$ cat config.mk
export PLATFORM = sky130hd
export DESIGN_NAME = multi_issue_queue_flat
export DESIGN_NICKNAME = d
export VERILOG_FILES = /design/src/rtl/multi_issue_queue_if.sv /design/src/rtl/multi_issue_queue.sv /design/src/flat_wrapper.sv
export SDC_FILE = /design/constraint.sdc
export NUM_CORES = 1
export LEC_CHECK = 0
export ABC_AREA = 0
export BUFFER_PORTS_ARGS = -buffer_cell sky130_fd_sc_hd__buf_2
export CAP_MARGIN = 30
export CORE_AREA = 2 2 170 255
export CTS_BUF_LIST = sky130_fd_sc_hd__clkbuf_2
export DETAILED_ROUTE_END_ITERATION = 10
export DIE_AREA = 0 0 172 257
export PLACE_DENSITY = 0.78
export SETUP_SLACK_MARGIN = 0.15
export SYNTH_ARGS = -nofsm -noshare
export SYNTH_HDL_FRONTEND = slang
export SYNTH_SLANG_ARGS = --single-unit
$ cat constraint.sdc
create_clock -name clk_i -period 7.8 [get_ports clk_i]
set_input_delay 0 -clock clk_i [delete_from_list [all_inputs] [get_ports clk_i]]
set_output_delay 0 -clock clk_i [all_outputs]
set_load 0.005 [all_outputs]
$ cat src/rtl/multi_issue_queue_if.sv
// Fetch/execute-side bus of the multi-issue queue: bundle input, issue group output,
// flush and single-issue controls.
interface multi_issue_queue_if #(
  parameter int unsigned lanes_p          = 2,
  parameter int unsigned depth_p          = 8,
  parameter int unsigned instr_width_p    = 32,
  parameter int unsigned reg_addr_width_p = 5
);
  localparam int unsigned count_width_lp = $clog2(depth_p + 1);

  logic                                  flush_i;
  logic                                  single_issue_i;
  logic [lanes_p-1:0]                    v_i;
  logic                                  ready_o;
  logic [lanes_p*instr_width_p-1:0]      instr_i;
  logic [lanes_p*reg_addr_width_p-1:0]   rd_i;
  logic [lanes_p*reg_addr_width_p-1:0]   rs1_i;
  logic [lanes_p*reg_addr_width_p-1:0]   rs2_i;
  logic [lanes_p-1:0]                    write_rd_i;
  logic [lanes_p-1:0]                    read_rs1_i;
  logic [lanes_p-1:0]                    read_rs2_i;
  logic [lanes_p-1:0]                    ctrl_i;
  logic [lanes_p-1:0]                    issue_v_o;
  logic [lanes_p*instr_width_p-1:0]      issue_instr_o;
  logic                                  issue_ready_i;
  logic [count_width_lp-1:0]             count_o;

  modport master (
    output flush_i, single_issue_i, v_i, instr_i, rd_i, rs1_i, rs2_i,
           write_rd_i, read_rs1_i, read_rs2_i, ctrl_i, issue_ready_i,
    input  ready_o, issue_v_o, issue_instr_o, count_o
  );

  modport slave (
    input  flush_i, single_issue_i, v_i, instr_i, rd_i, rs1_i, rs2_i,
           write_rd_i, read_rs1_i, read_rs2_i, ctrl_i, issue_ready_i,
    output ready_o, issue_v_o, issue_instr_o, count_o
  );
endinterface

$ cat src/rtl/multi_issue_queue.sv
// In-order issue queue: buffers predecoded bundles and issues up to lanes_p oldest
// entries per cycle, cutting the group at the first RAW/WAW hazard or after a ctrl op.
module multi_issue_queue #(
  parameter int unsigned lanes_p          = 2,
  parameter int unsigned depth_p          = 8,
  parameter int unsigned instr_width_p    = 32,
  parameter int unsigned reg_addr_width_p = 5
) (
  input  logic              clk_i,
  input  logic              reset_n_i,
  multi_issue_queue_if.slave q
);
  localparam int unsigned ptr_width_lp   = $clog2(depth_p);
  localparam int unsigned count_width_lp = $clog2(depth_p + 1);

  typedef logic [ptr_width_lp-1:0]   ptr_t;
  typedef logic [count_width_lp-1:0] cnt_t;

  typedef struct packed {
    logic [instr_width_p-1:0]    instr;
    logic [reg_addr_width_p-1:0] rd;
    logic [reg_addr_width_p-1:0] rs1;
    logic [reg_addr_width_p-1:0] rs2;
    logic                        write_rd;
    logic                        read_rs1;
    logic                        read_rs2;
    logic                        ctrl;
  } entry_t;

  entry_t             mem_q [depth_p];
  ptr_t               rptr_q, wptr_q;
  cnt_t               count_q;

  entry_t             in_e    [lanes_p];
  entry_t             head    [lanes_p];
  ptr_t               enq_off [lanes_p];
  logic               ready;
  logic               enq, deq;
  cnt_t               enq_n, deq_n;
  logic [lanes_p-1:0] issue_v;

  function automatic cnt_t popcnt(logic [lanes_p-1:0] m);
    cnt_t c;
    c = '0;
    for (int i = 0; i < int'(lanes_p); i++) c = c + cnt_t'(m[i]);
    return c;
  endfunction

  // Younger entry depends on (RAW) or overwrites (WAW) a live older destination.
  function automatic logic hazard(entry_t older, entry_t younger);
    logic live;
    live = older.write_rd && (older.rd != '0);
    return live && ((younger.read_rs1 && (younger.rs1 == older.rd)) ||
                    (younger.read_rs2 && (younger.rs2 == older.rd)) ||
                    (younger.write_rd && (younger.rd == older.rd)));
  endfunction

  // Unpack lanes and compute compacted write offsets for the valid ones.
  always_comb begin
    ptr_t off;
    off = '0;
    for (int l = 0; l < int'(lanes_p); l++) begin
      in_e[l].instr    = q.instr_i[l*instr_width_p +: instr_width_p];
      in_e[l].rd       = q.rd_i[l*reg_addr_width_p +: reg_addr_width_p];
      in_e[l].rs1      = q.rs1_i[l*reg_addr_width_p +: reg_addr_width_p];
      in_e[l].rs2      = q.rs2_i[l*reg_addr_width_p +: reg_addr_width_p];
      in_e[l].write_rd = q.write_rd_i[l];
      in_e[l].read_rs1 = q.read_rs1_i[l];
      in_e[l].read_rs2 = q.read_rs2_i[l];
      in_e[l].ctrl     = q.ctrl_i[l];
      enq_off[l]       = off;
      off              = off + ptr_t'(q.v_i[l]);
    end
  end

  // Space check uses start-of-cycle occupancy only.
  assign ready = (cnt_t'(depth_p) - count_q) >= cnt_t'(lanes_p);
  assign enq   = (|q.v_i) && ready && !q.flush_i;
  assign enq_n = enq ? popcnt(q.v_i) : '0;

  // Issue group formation from the queue head.
  always_comb begin
    logic ok;
    ok      = 1'b0;
    issue_v = '0;
    for (int k = 0; k < int'(lanes_p); k++) head[k] = mem_q[rptr_q + ptr_t'(k)];
    issue_v[0] = (count_q != '0) && !q.flush_i;
    for (int k = 1; k < int'(lanes_p); k++) begin
      ok = issue_v[k-1] && (cnt_t'(k) < count_q) && !head[k-1].ctrl && !q.single_issue_i;
      for (int j = 0; j < k; j++) begin
        if (hazard(head[j], head[k])) ok = 1'b0;
      end
      issue_v[k] = ok;
    end
  end

  assign deq   = q.issue_ready_i && (|issue_v) && !q.flush_i;
  assign deq_n = deq ? popcnt(issue_v) : '0;

  always_comb begin
    q.issue_instr_o = '0;
    for (int k = 0; k < int'(lanes_p); k++) begin
      q.issue_instr_o[k*instr_width_p +: instr_width_p] = issue_v[k] ? head[k].instr : '0;
    end
  end

  assign q.issue_v_o = issue_v;
  assign q.ready_o   = ready;
  assign q.count_o   = count_q;

  always_ff @(posedge clk_i or negedge reset_n_i) begin
    if (!reset_n_i) begin
      rptr_q  <= '0;
      wptr_q  <= '0;
      count_q <= '0;
    end else if (q.flush_i) begin
      rptr_q  <= '0;
      wptr_q  <= '0;
      count_q <= '0;
    end else begin
      if (enq) wptr_q <= wptr_q + ptr_t'(enq_n);
      if (deq) rptr_q <= rptr_q + ptr_t'(deq_n);
      count_q <= count_q + enq_n - deq_n;
    end
  end

  // Payload storage carries no reset; occupancy alone decides validity.
  always_ff @(posedge clk_i) begin
    if (enq) begin
      for (int l = 0; l < int'(lanes_p); l++) begin
        if (q.v_i[l]) mem_q[wptr_q + enq_off[l]] <= in_e[l];
      end
    end
  end
endmodule

$ cat src/flat_wrapper.sv
// flat-port wrapper written by rule: the top's interface ports become plain ports
module multi_issue_queue_flat 
#(
  parameter int unsigned lanes_p          = 2,
  parameter int unsigned depth_p          = 8,
  parameter int unsigned instr_width_p    = 32,
  parameter int unsigned reg_addr_width_p = 5
)
  (clk_i, reset_n_i, q_flush_i, q_single_issue_i, q_v_i, q_instr_i, q_rd_i, q_rs1_i, q_rs2_i, q_write_rd_i, q_read_rs1_i, q_read_rs2_i, q_ctrl_i, q_issue_ready_i, q_ready_o, q_issue_v_o, q_issue_instr_o, q_count_o);
  multi_issue_queue_if #(.lanes_p(lanes_p), .depth_p(depth_p), .instr_width_p(instr_width_p), .reg_addr_width_p(reg_addr_width_p)) q_i ();
  input  logic clk_i;
  input  logic reset_n_i;
  input wire logic [$bits(q_i.flush_i)-1:0] q_flush_i;
  input wire logic [$bits(q_i.single_issue_i)-1:0] q_single_issue_i;
  input wire logic [$bits(q_i.v_i)-1:0] q_v_i;
  input wire logic [$bits(q_i.instr_i)-1:0] q_instr_i;
  input wire logic [$bits(q_i.rd_i)-1:0] q_rd_i;
  input wire logic [$bits(q_i.rs1_i)-1:0] q_rs1_i;
  input wire logic [$bits(q_i.rs2_i)-1:0] q_rs2_i;
  input wire logic [$bits(q_i.write_rd_i)-1:0] q_write_rd_i;
  input wire logic [$bits(q_i.read_rs1_i)-1:0] q_read_rs1_i;
  input wire logic [$bits(q_i.read_rs2_i)-1:0] q_read_rs2_i;
  input wire logic [$bits(q_i.ctrl_i)-1:0] q_ctrl_i;
  input wire logic [$bits(q_i.issue_ready_i)-1:0] q_issue_ready_i;
  output wire logic [$bits(q_i.ready_o)-1:0] q_ready_o;
  output wire logic [$bits(q_i.issue_v_o)-1:0] q_issue_v_o;
  output wire logic [$bits(q_i.issue_instr_o)-1:0] q_issue_instr_o;
  output wire logic [$bits(q_i.count_o)-1:0] q_count_o;
  assign q_i.flush_i = q_flush_i;
  assign q_i.single_issue_i = q_single_issue_i;
  assign q_i.v_i = q_v_i;
  assign q_i.instr_i = q_instr_i;
  assign q_i.rd_i = q_rd_i;
  assign q_i.rs1_i = q_rs1_i;
  assign q_i.rs2_i = q_rs2_i;
  assign q_i.write_rd_i = q_write_rd_i;
  assign q_i.read_rs1_i = q_read_rs1_i;
  assign q_i.read_rs2_i = q_read_rs2_i;
  assign q_i.ctrl_i = q_ctrl_i;
  assign q_i.issue_ready_i = q_issue_ready_i;
  assign q_ready_o = q_i.ready_o;
  assign q_issue_v_o = q_i.issue_v_o;
  assign q_issue_instr_o = q_i.issue_instr_o;
  assign q_count_o = q_i.count_o;
  multi_issue_queue #(.lanes_p(lanes_p), .depth_p(depth_p), .instr_width_p(instr_width_p), .reg_addr_width_p(reg_addr_width_p)) u_core (.clk_i(clk_i), .reset_n_i(reset_n_i), .q(q_i));
endmodule
-- Word level (Yosys, flattened, before mapping)
Memory sizes are Yosys's and may differ from the RTL's.
Index checks and enable logic that the tools add are counted.
- register bits after elaboration: 10
- bits in writable memories: 408
- input port bits: 109
- memories: 1
- add/sub/neg operators: 9
- $lt $le $gt $ge: 2
- equal/unequal tests: 3
- muxes and demuxes: 16
- reduce and logical (&&, ||, !) cells: 24
- memory list (memory ; words ; width ; rd ports ; clocked after Yosys merged registers in ; wr ports ; line ; text):
    u_core.mem_q ; 8 ; 51 ; 2 ; 0 ; 2 ; multi_issue_queue.sv:30 ; entry_t mem_q [depth_p];
- operators by type and width (operator ; number):
    2-to-1 mux 32 bit ; 2
    == test 5 bit ; 3
    logical AND 1 bit ; 13
    2-to-1 mux 3 bit ; 4
    2-to-1 mux 4 bit ; 3
    2-to-1 mux 1 bit ; 7
    adder 3 bit ; 2
    nonzero test 5 bit ; 1
    adder 1 x 1 -> 2 bit ; 2
    adder 4 bit ; 1
    >= comparator 4 x 2 -> 1 bit (second input constant) ; 1
    less-than comparator 1 x 4 -> 1 bit (first input constant) ; 1
    nonzero test 2 bit ; 2
    nonzero test 4 bit ; 1
    OR reduction 2 bit ; 2
    subtractor 4 bit ; 1
    subtractor 4 bit (first input constant) ; 1
    adder 3 x 1 -> 3 bit ; 1
    adder 3 x 1 -> 3 bit (second input constant) ; 1
    logical NOT 1 bit ; 3
    logical OR 1 bit ; 2

-- Depth between registers and ports, before layout
Gate-level depths: netlist (run 1).
An unclocked memory read counts as a cell.
- depth in word-level cells: 15
- depth in mapped cells: 24
- gate-level depth less buffers: 20

-- Worst setup path after synthesis (run 1)
No wires, ideal clock.
- path type: register to register
- start: register u_core.count_q[1], in the netlist u_core.q.count_o[1]
- end: memory u_core.mem_q[4][0] in the netlist's numbering (enable)
- arrival: 5322 ps
- required time: 7270 ps
- setup slack: 1948 ps
- stages on the path, launching flop included: 7
- path buffers: 0
- period minus slack after synthesis: 5852 ps
- cells stage by stage: dfrtp_1 -> or4_1 -> nand4_1 -> and2b_1 -> nor2b_1 -> nand2b_1 -> o21ai_0
- RTL lines (element ; line ; text):
    from (decl) ; multi_issue_queue.sv:32 ; cnt_t count_q;
    from (signal assigned) ; multi_issue_queue.sv:123 ; count_q <= count_q + enq_n - deq_n;
    to (decl) ; multi_issue_queue.sv:30 ;

-- Final worst setup path (run 1)
- start: register u_core.rptr_q[0]
- end: register u_core.rptr_q[2]
- longest elaborated chain between the ends: 15
- elaborated cells on any way between the ends: 26
- those cells by class: 3 x add/sub; 3 x eq/ne; 4 x mux; 15 x reduce/logical; 1 x memory
- ends and longest elaborated chain (element ; line ; text):
    from (decl) ; multi_issue_queue.sv:31 ; ptr_t rptr_q, wptr_q;
    from (signal assigned) ; multi_issue_queue.sv:122 ; if (deq) rptr_q <= rptr_q + ptr_t'(deq_n);
    adder 3 x 1 -> 3 bit ; multi_issue_queue.sv:86 ; for (int k = 0; k < int'(lanes_p); k++) head[k] = mem_q[rptr_q + ptr_t'(k)];
    memory (8 x 51 bit) ; -- ;
    == test 5 bit (on tied branches) ; multi_issue_queue.sv:53, multi_issue_queue.sv:54 ;
    logical AND 1 bit (on tied branches) ; multi_issue_queue.sv:53, multi_issue_queue.sv:54 ;
    logical OR 1 bit ; multi_issue_queue.sv:53 ; return live && ((younger.read_rs1 && (younger.rs1 == older.rd)) ||
    logical OR 1 bit ; multi_issue_queue.sv:54 ; (younger.read_rs2 && (younger.rs2 == older.rd)) ||
    logical AND 1 bit ; multi_issue_queue.sv:53 ;
    2-to-1 mux 1 bit ; multi_issue_queue.sv:91 ; if (hazard(head[j], head[k])) ok = 1'b0;
    OR reduction 2 bit ; multi_issue_queue.sv:97 ; assign deq = q.issue_ready_i && (|issue_v) && !q.flush_i;
    logical AND 1 bit (2 in a row) ; multi_issue_queue.sv:97 ;
    2-to-1 mux 4 bit ; multi_issue_queue.sv:98 ; assign deq_n = deq ? popcnt(issue_v) : '0;
    adder 3 bit ; multi_issue_queue.sv:122 ;
    2-to-1 mux 3 bit ; multi_issue_queue.sv:122 ;
    2-to-1 mux 3 bit ; multi_issue_queue.sv:116 ; end else if (q.flush_i) begin
Several ways; a longest one is shown, not always the timed one. The select of a mux whose other input is x is not followed.
A chain may end at the register's enable or synchronous reset.

==> results of run 1 <==
==> state kept, by name, indices dropped and copies added (netlist names) <==
name	cells
u_core.mem_q	408
u_core.rptr_q	3
u_core.wptr_q	3
u_core.q.count_o	4
==> timing repair <==
action,in CTS,in global routing
endpoints found under the hold margin,442,0
endpoints found under the setup margin,0,0
hold buffers,269,0
==> worst max-delay path, stage by stage, from the launching register on <==
cell and delay [ns]:
dfrtp_4 0.79, buf_12 0.80, mux4_2 0.70, or4_1 0.54
o211ai_1 0.17, o21a_1 0.21, a2111o_1 0.19, o31ai_4 0.07
or2_1 0.24, ha_1 0.17, nand2b_1 0.18, nor2_1 0.13
and2_1 0.18, ha_1 0.15, inv_1 0.06, fa_1 0.40
or3_1 0.36, a21oi_1 0.15, dlygate4sd3_1 0.58
==> per-stage QoR <==
step | setup slack (ns) | std cells
after CTS | 1.62 | 2603
final | 1.66 | 2618
after detailed placement | 1.77 | 2154
after floorplan | 1.95 | 1492
after global routing | 1.22 | 2616
after global placement | 1.90 | 2148
==> layer usage <==
layer | up-vias | GRT usage (%) | wire (µm)
met5 | - | 0 | 11
met4 | 2 | 15.1 | 3070
met3 | 196 | 6.18 | 5510
met2 | 863 | 53.9 | 36000
met1 | 8712 | 40.9 | 26400
li1 | 7123 | - | -
==> placed cells by master, fill, tap and decap left out, types with 16 or more instances in the layout <==
cell           instances
edfxtp_1             408
xor2_1                18
buf_2                179
mux4_2               182
inv_1                 16
nor3_2                29
dlygate4sd3_1        269
buf_4                 22
clkinv_1              33
mux2_2               414
xnor2_1               25
mux2i_1              106
nor2_1                49
clkbuf_2             141
==> cells by family after synthesis <==
family	Yosys count	share of synthesized area, %
multiplexers	706	39.8
flip-flops	418	50.4
AND/OR/NAND/NOR	141	3.30
buffers and inverters	127	2.72
XOR/XNOR	43	1.52
AO/OA/AOI/OAI	37	1.10
adder cells (fa/ha/maj)	20	1.13
==> report_power, final <==
| part | total [mW] | switching, mW | internal, mW |
|---|---|---|---|
| Clock | 1.50 | 0.912 | 0.587 |
| Combinational | 1.29 | 0.672 | 0.621 |
| Sequential | 2.73 | 0.0729 | 2.66 |
==> worst min path at each step <==
stage / cells after the start / start / slack (ns) / end
6_report: 8 / q_flush_i / 0.24 / u_core.rptr_q[1]
5_1_grt: 4 / q_instr_i[15] / 0.29 / u_core.mem_q[1][34]
3_3_place_gp: 1 / reset_n_i / -0.12 / u_core.wptr_q[2]
3_5_place_dp: 1 / reset_n_i / -0.11 / u_core.wptr_q[2]
4_1_cts: 8 / q_flush_i / 0.15 / u_core.rptr_q[1]
2_1_floorplan: 0 / reset_n_i / -0.30 / u_core.q.count_o[0]
==> layout make-up <==
cell class	count	area, µm²
Antenna cell	7	17.5
Inverter	17	63.8
Timing Repair Buffer	485	4130
Multi-Input combinational cell	947	11800
Tap cell	564	706
Fill cell	2750	11700
Sequential cell	418	12500
Clock inverter	39	234
Clock buffer	141	706
==> out/summary.txt, run 1 <==
===============================================================================================
Result of the run                                                                  finished clean
Number of instances resized during post-cts repair                                            0
End-of-flow core utilization                                                              72.0%
Number of synthesized register bits                                                         418
Number of enable-type register cells in the synthesized netlist                             408
Distinct cell type count of the synthesized netlist                                          52
Number of antenna violations at the first check in global routing                             7
Detailed Route WL                                                                       71.0 mm
Warnings from Yosys                                                                           0
Global-route total usage across every layer                                               32.4%
Peak supply drop                                                                     0.000129 V
Setup repair after global routing missed its margin                                       false
Post-route clock period utilization                                                       78.7%
Ranking of synthesized cells by area                                               edfxtp_1, mux2_2, mux4_2
Min cycle time layout                                                                   6.14 ns
Average via count per standard cell                                                        6.45
Minimum hold slack                                                                     0.241 ns
Power after layout                                                                      5.52 mW
Slew at the pin with the worst max-slew slack                                           1.06 ns
Total vias in the final route                                                             16896
Layout Cell Area excl Fill                                                            30200 µm²
Termination of the worst setup path                                                u_core.rptr_q[2]
Post-CTS repair timing setup buffer count                                                     0
Core Box Area                                                                         41900 µm²
Number of buffers created by CTS                                                            100
Final Net Count                                                                            2098
Total congestion overflow                                                                     0
First-pass GRT wire length                                                               106 mm
Most used flip-flop cell after synthesis                                               edfxtp_1
Number of input and output port buffers inserted                                            179
TritonCTS clock tree                                                                       done
Beginning of the critical path                                                     u_core.rptr_q[0]
Register area share after synthesis                                                       50.4%
Critical-path maximum fanout                                                                156
Syn Area/Cell                                                                          16.6 µm²
Number of placement rows                                                                     92
Worst-skew pair later-pin latency                                                       1.06 ns
Root Buffer Master                                                                     clkbuf_2
Clock input transition at the sequential cells of the worst setup and hold paths        0.12 ns
Final hold vios                                                                               0
Tightest slew margin relative to the limit                                                29.4%
Worst hold path type                                                                  in -> reg
Via count of the first global-routing pass                                                17915
WL/cell                                                                                 27.1 µm
Proportion of netlist area held by the largest area contributor                           49.4%
Vertical die dimension                                                                   257 µm
Crit path DAT                                                                           7.11 ns
Clock skew                                                                            0.0462 ns
Category of the worst setup path launch point                                              flop
Minimum setup slack among reg-to-reg paths                                              1.66 ns
Worst r2r dst                                                                      u_core.rptr_q[2]
Leading post-synthesis cells by instance count                                     mux2_2, edfxtp_1, mux4_2
Number of setup violations in the final report                                                0
Post-Synthesis Cell Area                                                              24800 µm²
Worst R2R Start                                                                    u_core.rptr_q[0]
Asr flop ratio synth                                                                      2.39%
Fmax achieved                                                                           163 MHz
Detailed router's first-iteration violation count                                          1681
Half-perimeter wire length after placement                                              37.4 mm
Placer congestion estimate                                                                0.824
Startpoint-to-endpoint class of the critical path                                    reg -> reg
Synth-to-Final Area Change                                                                21.6%
Count of maximum capacitance violations                                                       0
Synthesized netlist net count                                                              1621
ANT nets after route                                                                          0
Number of H-tree levels                                                                       3
Most frequent cell after synthesis                                                       mux2_2
Sum of negative setup slack                                                                0 ns
Post-route DRC violation count                                                                0
Placed inst area                                                                      26300 µm²
Maximum root-to-sink buffer count                                                             3
R2r worst-path depth                                                                         18
Ratio of cells with drive above 1 in the final layout                                     49.8%
Number of slew-limit violations in the final report                                           0
Boundary pin count                                                                          180
Leakage                                                                                 10.2 nW
Power per unit of standard cell area                                                 183 nW/µm²
Largest net degree at the start of global routing                                           157
Die ar.                                                                               44200 µm²
Setup crit end kind                                                                        flop
Chip Width                                                                               172 µm
Cell count after synthesis                                                                 1492
First drt pass iteration count                                                                5
Number of clock sinks                                                                       418
Initial Util                                                                              59.2%
Required time of the critical path                                                      8.77 ns
Library cell occupying the most area in the post-synthesis netlist                     edfxtp_1
===============================================================================================
Note: power is estimated with default switching activity, not from simulation.
==> run 2: changes to the inputs <==
CORE_AREA = 2 2 174 261   (was 2 2 170 255)
DIE_AREA = 0 0 176 263   (was 0 0 172 257)
clock period = 5.18 ns   (was 7.8 ns; I/O delays follow)
==> run 2 against run 1 <==
Net effect:
- critical path depth is 3 higher
- die area is 4.7% higher
- count of clock-buffer cells in the layout is 3 lower
- the run now ends with hold timing left
- combinational power is 52% higher
==> out/summary.txt, run 2 (synthesized netlist as in run 1, its figures left out) <==
===============================================================================================
Result of the run                                                                  finished with violations
Violations in the final reports                                                     hold timing
Leakage                                                                                 10.3 nW   +0.92%
Clock skew                                                                            0.0638 ns   +0.0175 ns
TritonCTS clock tree                                                                       done
Count of maximum capacitance violations                                                       0   unchanged
Die ar.                                                                               46300 µm²   +4.7%
ANT nets after route                                                                          0   unchanged
Worst-skew pair later-pin latency                                                       1.05 ns   about the same
Power per unit of standard cell area                                                 273 nW/µm²   +49%
Category of the worst setup path launch point                                              flop
Number of clock sinks                                                                       418   unchanged
Placed cells                                                                               2193   +1.8%
Boundary pin count                                                                          180   unchanged
Critical path's top delay family                                                   simple AND/OR/NAND/NOR gates
Detailed router's first-iteration violation count                                          1806   +7.4%
Largest net degree at the start of global routing                                            72   -54%
Clock input transition at the sequential cells of the worst setup and hold paths        0.12 ns   about the same
Total congestion overflow                                                                     0   unchanged
Post-route clock period utilization                                                       96.0%   +17 points
Least setup slack across all paths after layout                                        0.209 ns   -1.46 ns
Number of placement rows                                                                     94   +2.2%
Startpoint of the lowest-slack hold path                                              q_flush_i
Post-route DRC violation count                                                                0   unchanged
Vertical die dimension                                                                   263 µm   +2.3%
Most common cell after layout, fill and taps aside                                       mux2_2
Setup crit end kind                                                                        flop
Sequential standard cell area                                                         12500 µm²   unchanged
Number of setup violations in the final report                                                0   unchanged
Total vias in the final route                                                             17078   +1.1%
Fmax achieved                                                                           201 MHz   +23%
Worst Hold Depth                                                                              2   -6
Number of buffers created by CTS                                                             98   -2.0%
Count of buffer and inverter cells on the critical path                                       3   unchanged
Synth-to-Final Area Change                                                                21.9%
Via count of the first global-routing pass                                                18358   +2.5%
Number of antenna violations at the first check in global routing                             6   -1
Half-perimeter wire length after placement                                              40.8 mm   +9.3%
Root Buffer Master                                                                     clkbuf_2
Min cycle time layout                                                                   4.97 ns   -1.16 ns
R2r worst-path depth                                                                         21   +3
Detailed Route WL                                                                       72.8 mm   +2.7%
Worst setup timing slack at the placement stage                                      -0.0453 ns   -1.82 ns
Worst R2R Start                                                                    u_core.rptr_q[0]
Number of input and output port buffers inserted                                            179   unchanged
Sum of negative setup slack                                                                0 ns   unchanged
Critical-path maximum fanout                                                                  6   -96%
Number of H-tree levels                                                                       3   unchanged
Endpoint with the worst hold slack                                                 u_core.rptr_q[2]
WL/cell                                                                                 27.5 µm   +1.4%
Required time of the critical path                                                      6.09 ns   -2.68 ns
Average via count per standard cell                                                        6.44   -0.14%
Placer congestion estimate                                                                0.873   +5.9%
Startpoint-to-endpoint class of the critical path                                    reg -> reg
Final hold vios                                                                               7   +7
Filler cells                                                                               2950   +7.3%
Non-filler instance count after layout                                                     2650   +1.2%
Crit path max-delay cell type                                                             or4_4
Chip Width                                                                               176 µm   +2.3%
Slew at the pin with the worst max-slew slack                                          0.854 ns   -0.205 ns
Minimum hold slack                                                                    -0.680 ns   -0.921 ns
Quantity of hold-fixing buffers added after cts                                             268   -0.37%
Core Box Area                                                                         43900 µm²   +4.7%
Commonest cells after routing, fill and taps aside                                 mux2_2, edfxtp_1, dlygate4sd3_1, mux4_2, buf_2
Max FFs per register                                                                        408   unchanged
Maximum root-to-sink buffer count                                                             3   unchanged
Setup repair after global routing missed its margin                                        true
Global-route total usage across every layer                                               31.3%   -1.1 points
Final Net Count                                                                            2122   +1.1%
Slowest cell delay on critical path                                                     0.56 ns   -0.24 ns
First-pass GRT wire length                                                               108 mm   +2.4%
Ordered cell list for the critical path                                            ha_4 > buf_4 > mux2i_1 > mux4_2 > xnor2_1 > or3_1 > or4_4 > a41oi_4 > or2_1 > ha_1 > nand2b_1 > nor2_1 > nand2_1 > inv_1 > fa_1 > inv_1 > ha_1 > a21o_1 > a21oi_1 > xnor2_1 > nor2_1
Peak supply drop                                                                     0.000134 V   +4.0%
Power after layout                                                                      8.26 mW   +50%
Ratio of cells with drive above 1 in the final layout                                     50.7%   +0.97 points
First drt pass iteration count                                                                5   unchanged
Minimum setup slack among reg-to-reg paths                                              0.21 ns   -1.46 ns
Tightest slew margin relative to the limit                                                43.0%   +14 points
Initial Util                                                                              56.6%   -2.7 points
Area of the multi-input gates                                                         11800 µm²   +0.12%
Number of slew-limit violations in the final report                                           0   unchanged
Crit path DAT                                                                           5.88 ns   -1.23 ns
Worst r2r dst                                                                      u_core.q.count_o[3]
Worst hold path type                                                                  in -> reg
===============================================================================================
==> run 2: routing by layer <==
| layer | GRT usage (%) | vias up | part of all wire [%] |
|---|---|---|---|
| met5 | 0 | - | 0 |
| met4 | 14.7 | 0 | 4.1 |
| met3 | 5.63 | 219 | 7.8 |
| met2 | 54.6 | 942 | 52 |
| met1 | 37.5 | 8752 | 36 |
| li1 | - | 7165 | - |
==> run 2: report_power, final <==
part           internal, mW  switching (mW)  total, mW
combinational         0.924            1.03       1.96
sequential             4.00           0.109       4.11
clock                 0.819            1.38       2.20
==> run 2: worst reg2reg max path, cell delays in order (launching register included) <==
cell and delay [ns]:
dfrtp_4 0.53, ha_4 0.30, buf_4 0.19, mux2i_1 0.11, mux4_2 0.50, xnor2_1 0.14
or3_1 0.31, or4_4 0.56, a41oi_4 0.22, or2_1 0.15, ha_1 0.13, nand2b_1 0.12
nor2_1 0.05, nand2_1 0.11, inv_1 0.06, fa_1 0.48, inv_1 0.07, ha_1 0.27
a21o_1 0.17, a21oi_1 0.18, xnor2_1 0.13, nor2_1 0.05
==> run 2: area by class of cell <==
class | count | area share [%]
Clock inverter | 36 | 0.662
Multi-Input combinational cell | 947 | 39.1
Sequential cell | 418 | 41.4
Inverter | 17 | 0.211
Tap cell | 576 | 2.38
Antenna cell | 7 | 0.0579
Timing Repair Buffer | 511 | 14.0
Clock buffer | 138 | 2.28
==> run 2: per-stage QoR <==
step	hold slack [ns]	instance area [µm²]	utilization, %
finish	-0.680	30200	68.9
floorplan	-0.296	24800	-
detailed placement	-0.103	26500	60.4
global placement	-0.114	26500	60.4
CTS	-0.736	30100	68.6
global route	-0.684	30200	68.9
==> run 2: how the worst max path moves through the flow <==
stage | startpoint | to | cells after the start | slack [ns]
2_1_floorplan | u_core.q.count_o[1] | u_core.mem_q[4][0] | 6 | -0.67
3_3_place_gp | u_core.rptr_q[0] | u_core.q.count_o[3] | 22 | 0.06
3_5_place_dp | u_core.rptr_q[0] | u_core.q.count_o[3] | 22 | -0.05
4_1_cts | u_core.rptr_q[0] | u_core.q.count_o[3] | 21 | 0.06
5_1_grt | u_core.rptr_q[0] | u_core.q.count_o[3] | 21 | 0.05
6_report | u_core.rptr_q[0] | u_core.q.count_o[3] | 21 | 0.21
==> run 2: repair_timing <==
item / in CTS / in global routing
setup endpoints to repair: 5 / 12
buffers inserted: 0 / 7
cloned: 0 / 1
gates resized for setup: 2 / 13
endpoints found under the hold margin: 770 / 7
pin swaps: 0 / 3
